<file path="src/rtl/wb_best_match_reporter.sv">
// wb_best_match_reporter
// Tracks the best-match index and improvement count over one search frame,
// converts the final linear index to (row, col) by repeated subtraction and
// presents the result over a valid/ready handshake.
module wb_best_match_reporter #(
  parameter int unsigned FRAME_WIDTH = 64
) (
  input  logic        clk,
  input  logic        rst_n,
  input  logic        frame_start,
  input  logic        frame_done,
  input  logic        WB_NewLowestMin,
  input  logic [15:0] WB_FinalBossIndex,
  input  logic        res_ready,
  output logic        res_valid,
  output logic [15:0] res_index,
  output logic [15:0] res_row,
  output logic [15:0] res_col,
  output logic [15:0] res_update_count,
  output logic        res_found,
  output logic        busy
);

  localparam logic [15:0] FW = 16'(FRAME_WIDTH);

  typedef enum logic [1:0] {
    IDLE   = 2'd0,
    SEARCH = 2'd1,
    DIVIDE = 2'd2,
    REPORT = 2'd3
  } state_t;

  state_t      state_q, state_d;
  logic [15:0] best_index_q, best_index_d;
  logic [15:0] count_q, count_d;
  logic        found_q, found_d;
  logic [15:0] rem_q, rem_d;
  logic [15:0] quot_q, quot_d;
  logic        res_valid_q, res_valid_d;
  logic [15:0] res_index_q, res_index_d;
  logic [15:0] res_row_q, res_row_d;
  logic [15:0] res_col_q, res_col_d;
  logic [15:0] res_count_q, res_count_d;
  logic        res_found_q, res_found_d;

  // Next-state and datapath: frame tracking, iterative divide, result hold
  always_comb begin
    state_d      = state_q;
    best_index_d = best_index_q;
    count_d      = count_q;
    found_d      = found_q;
    rem_d        = rem_q;
    quot_d       = quot_q;
    res_valid_d  = res_valid_q;
    res_index_d  = res_index_q;
    res_row_d    = res_row_q;
    res_col_d    = res_col_q;
    res_count_d  = res_count_q;
    res_found_d  = res_found_q;

    unique case (state_q)
      IDLE: begin
        if (frame_start) begin
          state_d      = SEARCH;
          best_index_d = '0;
          count_d      = '0;
          found_d      = 1'b0;
        end
      end
      SEARCH: begin
        if (frame_start) begin
          // restart wins over any update or frame_done in the same cycle
          best_index_d = '0;
          count_d      = '0;
          found_d      = 1'b0;
        end else begin
          if (WB_NewLowestMin) begin
            best_index_d = WB_FinalBossIndex;
            found_d      = 1'b1;
            if (count_q != '1) count_d = count_q + 16'd1;
          end
          if (frame_done) begin
            state_d = DIVIDE;
            rem_d   = WB_NewLowestMin ? WB_FinalBossIndex : best_index_q;
            quot_d  = '0;
          end
        end
      end
      DIVIDE: begin
        if (rem_q >= FW) begin
          rem_d  = rem_q - FW;
          quot_d = quot_q + 16'd1;
        end else begin
          res_row_d   = quot_q;
          res_col_d   = rem_q;
          res_index_d = best_index_q;
          res_count_d = count_q;
          res_found_d = found_q;
          res_valid_d = 1'b1;
          state_d     = REPORT;
        end
      end
      REPORT: begin
        if (res_ready) begin
          res_valid_d = 1'b0;
          state_d     = IDLE;
        end
      end
      default: state_d = IDLE;
    endcase
  end

  // State and result registers with asynchronous active-low reset
  always_ff @(posedge clk or negedge rst_n) begin
    if (!rst_n) begin
      state_q      <= IDLE;
      best_index_q <= '0;
      count_q      <= '0;
      found_q      <= 1'b0;
      rem_q        <= '0;
      quot_q       <= '0;
      res_valid_q  <= 1'b0;
      res_index_q  <= '0;
      res_row_q    <= '0;
      res_col_q    <= '0;
      res_count_q  <= '0;
      res_found_q  <= 1'b0;
    end else begin
      state_q      <= state_d;
      best_index_q <= best_index_d;
      count_q      <= count_d;
      found_q      <= found_d;
      rem_q        <= rem_d;
      quot_q       <= quot_d;
      res_valid_q  <= res_valid_d;
      res_index_q  <= res_index_d;
      res_row_q    <= res_row_d;
      res_col_q    <= res_col_d;
      res_count_q  <= res_count_d;
      res_found_q  <= res_found_d;
    end
  end

  assign res_valid        = res_valid_q;
  assign res_index        = res_index_q;
  assign res_row          = res_row_q;
  assign res_col          = res_col_q;
  assign res_update_count = res_count_q;
  assign res_found        = res_found_q;
  assign busy             = (state_q != IDLE);

endmodule

</file>
<file path="config.mk">
export PLATFORM = sky130hd
export DESIGN_NAME = wb_best_match_reporter
export DESIGN_NICKNAME = d
export VERILOG_FILES = /design/src/rtl/wb_best_match_reporter.sv
export SDC_FILE = /design/constraint.sdc
export NUM_CORES = 1
export LEC_CHECK = 0
export ABC_AREA = 1
export ABC_CLOCK_PERIOD_IN_PS = 1950
export CAP_MARGIN = 0
export CORE_MARGIN = 4
export CORE_UTILIZATION = 37
export CTS_CLUSTER_DIAMETER = 40
export DETAILED_ROUTE_END_ITERATION = 8
export DONT_BUFFER_PORTS = 1
export GPL_ROUTABILITY_DRIVEN = 1
export MAX_ROUTING_LAYER = met4
export PLACE_DENSITY = 0.51
export SLEW_MARGIN = 15
export SYNTH_ARGS = -nofsm -noshare
export SYNTH_HDL_FRONTEND = slang
export SYNTH_SLANG_ARGS = --single-unit
</file>
<file path="constraint.sdc">
create_clock -name clk -period 1.95 [get_ports clk]
set_input_delay 0.585 -clock clk [delete_from_list [all_inputs] [get_ports clk]]
set_output_delay 0.585 -clock clk [all_outputs]
set_load 0.02 [all_outputs]
</file>
==> run metrics <==
post-synth top area share=0.5113; Cell Chain, Critical Path=inv_1 -> ha_2 -> inv_2; # diodes=0; Crit Path Category=reg2out; RSZ-0062 raised after global routing=true; largest net degree at the start of global routing=134; # DRC=0; initial core utilization=0.3763; total number of vias=5,111; TritonCTS clock tree=yes; DPL Wire Length=10.94 mm; most frequent cells in the layout=nand2_1, dfrtp_1, inv_1, nor2_1, o21ai_1; fmax=529.4 MHz; register bit count reported by yosys=about 130; Yosys top cell by area=dfrtp_1; cell count after synthesis=805; crit end category=output port; Final period util=0.9687; vias in the first global route=5,019; max_cap viols=0; Peak VDD IR=0.5972 mV; Synth area leaders=dfrtp_1, nand2_1, inv_1, o21ai_1, nor2_1; H-Tree Depth=4; Die ar.=~20,000 um2; share of post-route cells with drive strength above 1=0.08902; global-route usage over all layers=0.1652; core region area=17,300 um2; GPL Wtd Cong=roughly 0.86; first-pass GRT wire length=25.62 mm; Worst EP arrival=1.30 ns; DR pass1 iterations=4; final hold slack=-0.1301 ns; Routed WL per cell=14.67 um; Layout area overhead=11.32%; num ports=89; clock buffer depth=2; Pleak=about 3.3 nW; Post-Place Setup Slack=0.07991 ns; fill count=1,812; pwr dens=1316 nW/um2; Worst Path Max Fanout=5; clock latency on the worst-skew pair=0.42 ns; fin. max-slew vios=0; dpl cells=1,016; clk sink count=133; min Tclk post-route=1.889 ns; synthesized cell area=6509 um2; die extent in x=140.6 um; status=complete, but fails checks; Root Driver=clkbuf_16; Via density=4.891; Crit path largest cell delay=0.41 ns; Worst EP required=between 1 and 1.5 ns; distinct cell type count after synthesis=28; CP Launch Type=flip-flop; failing checks=hold timing; die height=140.6 um; initial antenna violation count=0; slowest CP cell=dfrtp_1; synthesized area per cell=8.085 um2; Final Util=0.4189; Ys Warns=0; most common cell after layout, fill and taps aside=nand2_1; total CTS buffers=17; First DRT Iteration DRCs=418; Tot Pwr=9.539 mW; drt total wl=~15 mm; final worst setup slack=around 0.061 ns; max_slew headroom=0.6788; register area share after synthesis=0.5113; Port-buffer cells=0; worst hold path type=in2async; num rows=48; Overflow after GRT=0; Final ANT Viol Nets=0; Syn Nets=836; clock transition at the registers of the reported paths=0.05 ns; Worst Max-Slew Pin Slew=between 0.4 and 0.5 ns; post-route insts no fill=1,045; skew final=0.01133 ns; Final setup viols=0; Final Hold Vio Count=133; # nets final=roughly 840
[synthesized netlist by cell type]
| master | number |
|---|---|
| nand3_1 | 44 |
| nand3_2 | 2 |
| o21ai_1 | 65 |
| dfrtp_1 | 133 |
| buf_2 | 9 |
| inv_2 | 3 |
| nand2_1 | 232 |
| nand2_2 | 1 |
| buf_4 | 1 |
| nand2_4 | 1 |
| nor2_4 | 4 |
| nor3_1 | 12 |
| nor3_2 | 1 |
| buf_6 | 15 |
| o21ai_0 | 51 |
| nor2_1 | 75 |
| o22ai_1 | 8 |
| nand4_1 | 14 |
| ha_1 | 9 |
| inv_1 | 88 |
| inv_4 | 3 |
| xor2_1 | 11 |
| clkbuf_1 | 5 |
| nor2_2 | 2 |
| nand3b_1 | 2 |
| a21oi_1 | 6 |
| a21oi_2 | 1 |
| o21ai_2 | 7 |
[cell type report]
| cell class | count | area (um2) | area share |
|---|---|---|---|
| flip-flops and latches | 133 | 3328 | 0.4593 |
| multi-input cells | 548 | 2592 | 0.3578 |
| clock buffers | 18 | 429.2 | 0.05923 |
| inverters | 94 | 360.3 | 0.04973 |
| well taps | 225 | 281.5 | 0.03885 |
| repair buffers | 16 | 140.1 | 0.01934 |
| clock inverters | 11 | 113.9 | 0.01571 |
[power breakdown]
part           internal (mW)  switching, mW
combinational          0.881           1.80
clock                   1.84           1.16
sequential              3.27          0.587
total                   5.99           3.55
[timing repair]
action                                  4_1_cts  5_1_grt
pin swaps                                     0        1
endpoints found under the hold margin       133      133
endpoints found under the setup margin        1       41
gates resized for setup                       2        4
buffers inserted                              0        0
[flip-flops by register name (all words and copies together) (netlist names)]
name,cells
res_update_count,16
rem_q,16
found_q,1
state_q,2
res_valid,1
res_index,16
res_col,16
count_q,16
res_found,1
res_row,16
best_index_q,16
quot_q,16
[layer usage]
layer / wire, um / global-route usage / vias to the layer above
li1: - / - / 2590
met1: 6995 / 0.2090 / 2399
met2: 7241 / 0.2613 / 102
met3: 867 / 0.03867 / 20
met4: 229 / 0.05813 / 0
met5: 0 / - / -
[cells by family after synthesis]
family | after synthesis | synth area share
flip-flops | 133 | 0.5113
AND/OR/NAND/NOR | 390 | 0.2520
AO/OA/AOI/OAI | 138 | 0.1123
buffers and inverters | 124 | 0.09227
adder cells (fa/ha/maj) | 9 | 0.01730
XOR/XNOR | 11 | 0.01480
[critical path, delay by kind of cell (launching register included)]
family,cells,cell delay [ns]
buf+inv,2,0.23
fa+ha+maj,1,0.25
flops,1,0.41
[worst paths after layout]
kind / from / slack (ns) / to / depth (start not counted)
worst max-delay path: state_q[0] / 0.06 / busy / 3
worst max register to register: state_q[1] / 0.12 / count_q[5] / 9
worst min-delay path: rst_n / -0.13 / res_col[14] / 0
worst min register to register: rem_q[3] / 0.48 / rem_q[3] / 2
min in group clk: frame_start / 0.34 / count_q[14] / 3
max in group asynchronous: rst_n / 1.88 / quot_q[5] / 0
[per-stage QoR]
stage	setup TNS, ns	cell area [um2]	hold WS [ns]
floorplan	0	6509	0.2894
global placement	0	6688	0.2942
detailed placement	0	6688	0.2956
CTS	0	7233	-0.1555
global route	-0.01626	7246	-0.1518
finish	0	7246	-0.1301
Power figures use the tool's default switching activity.
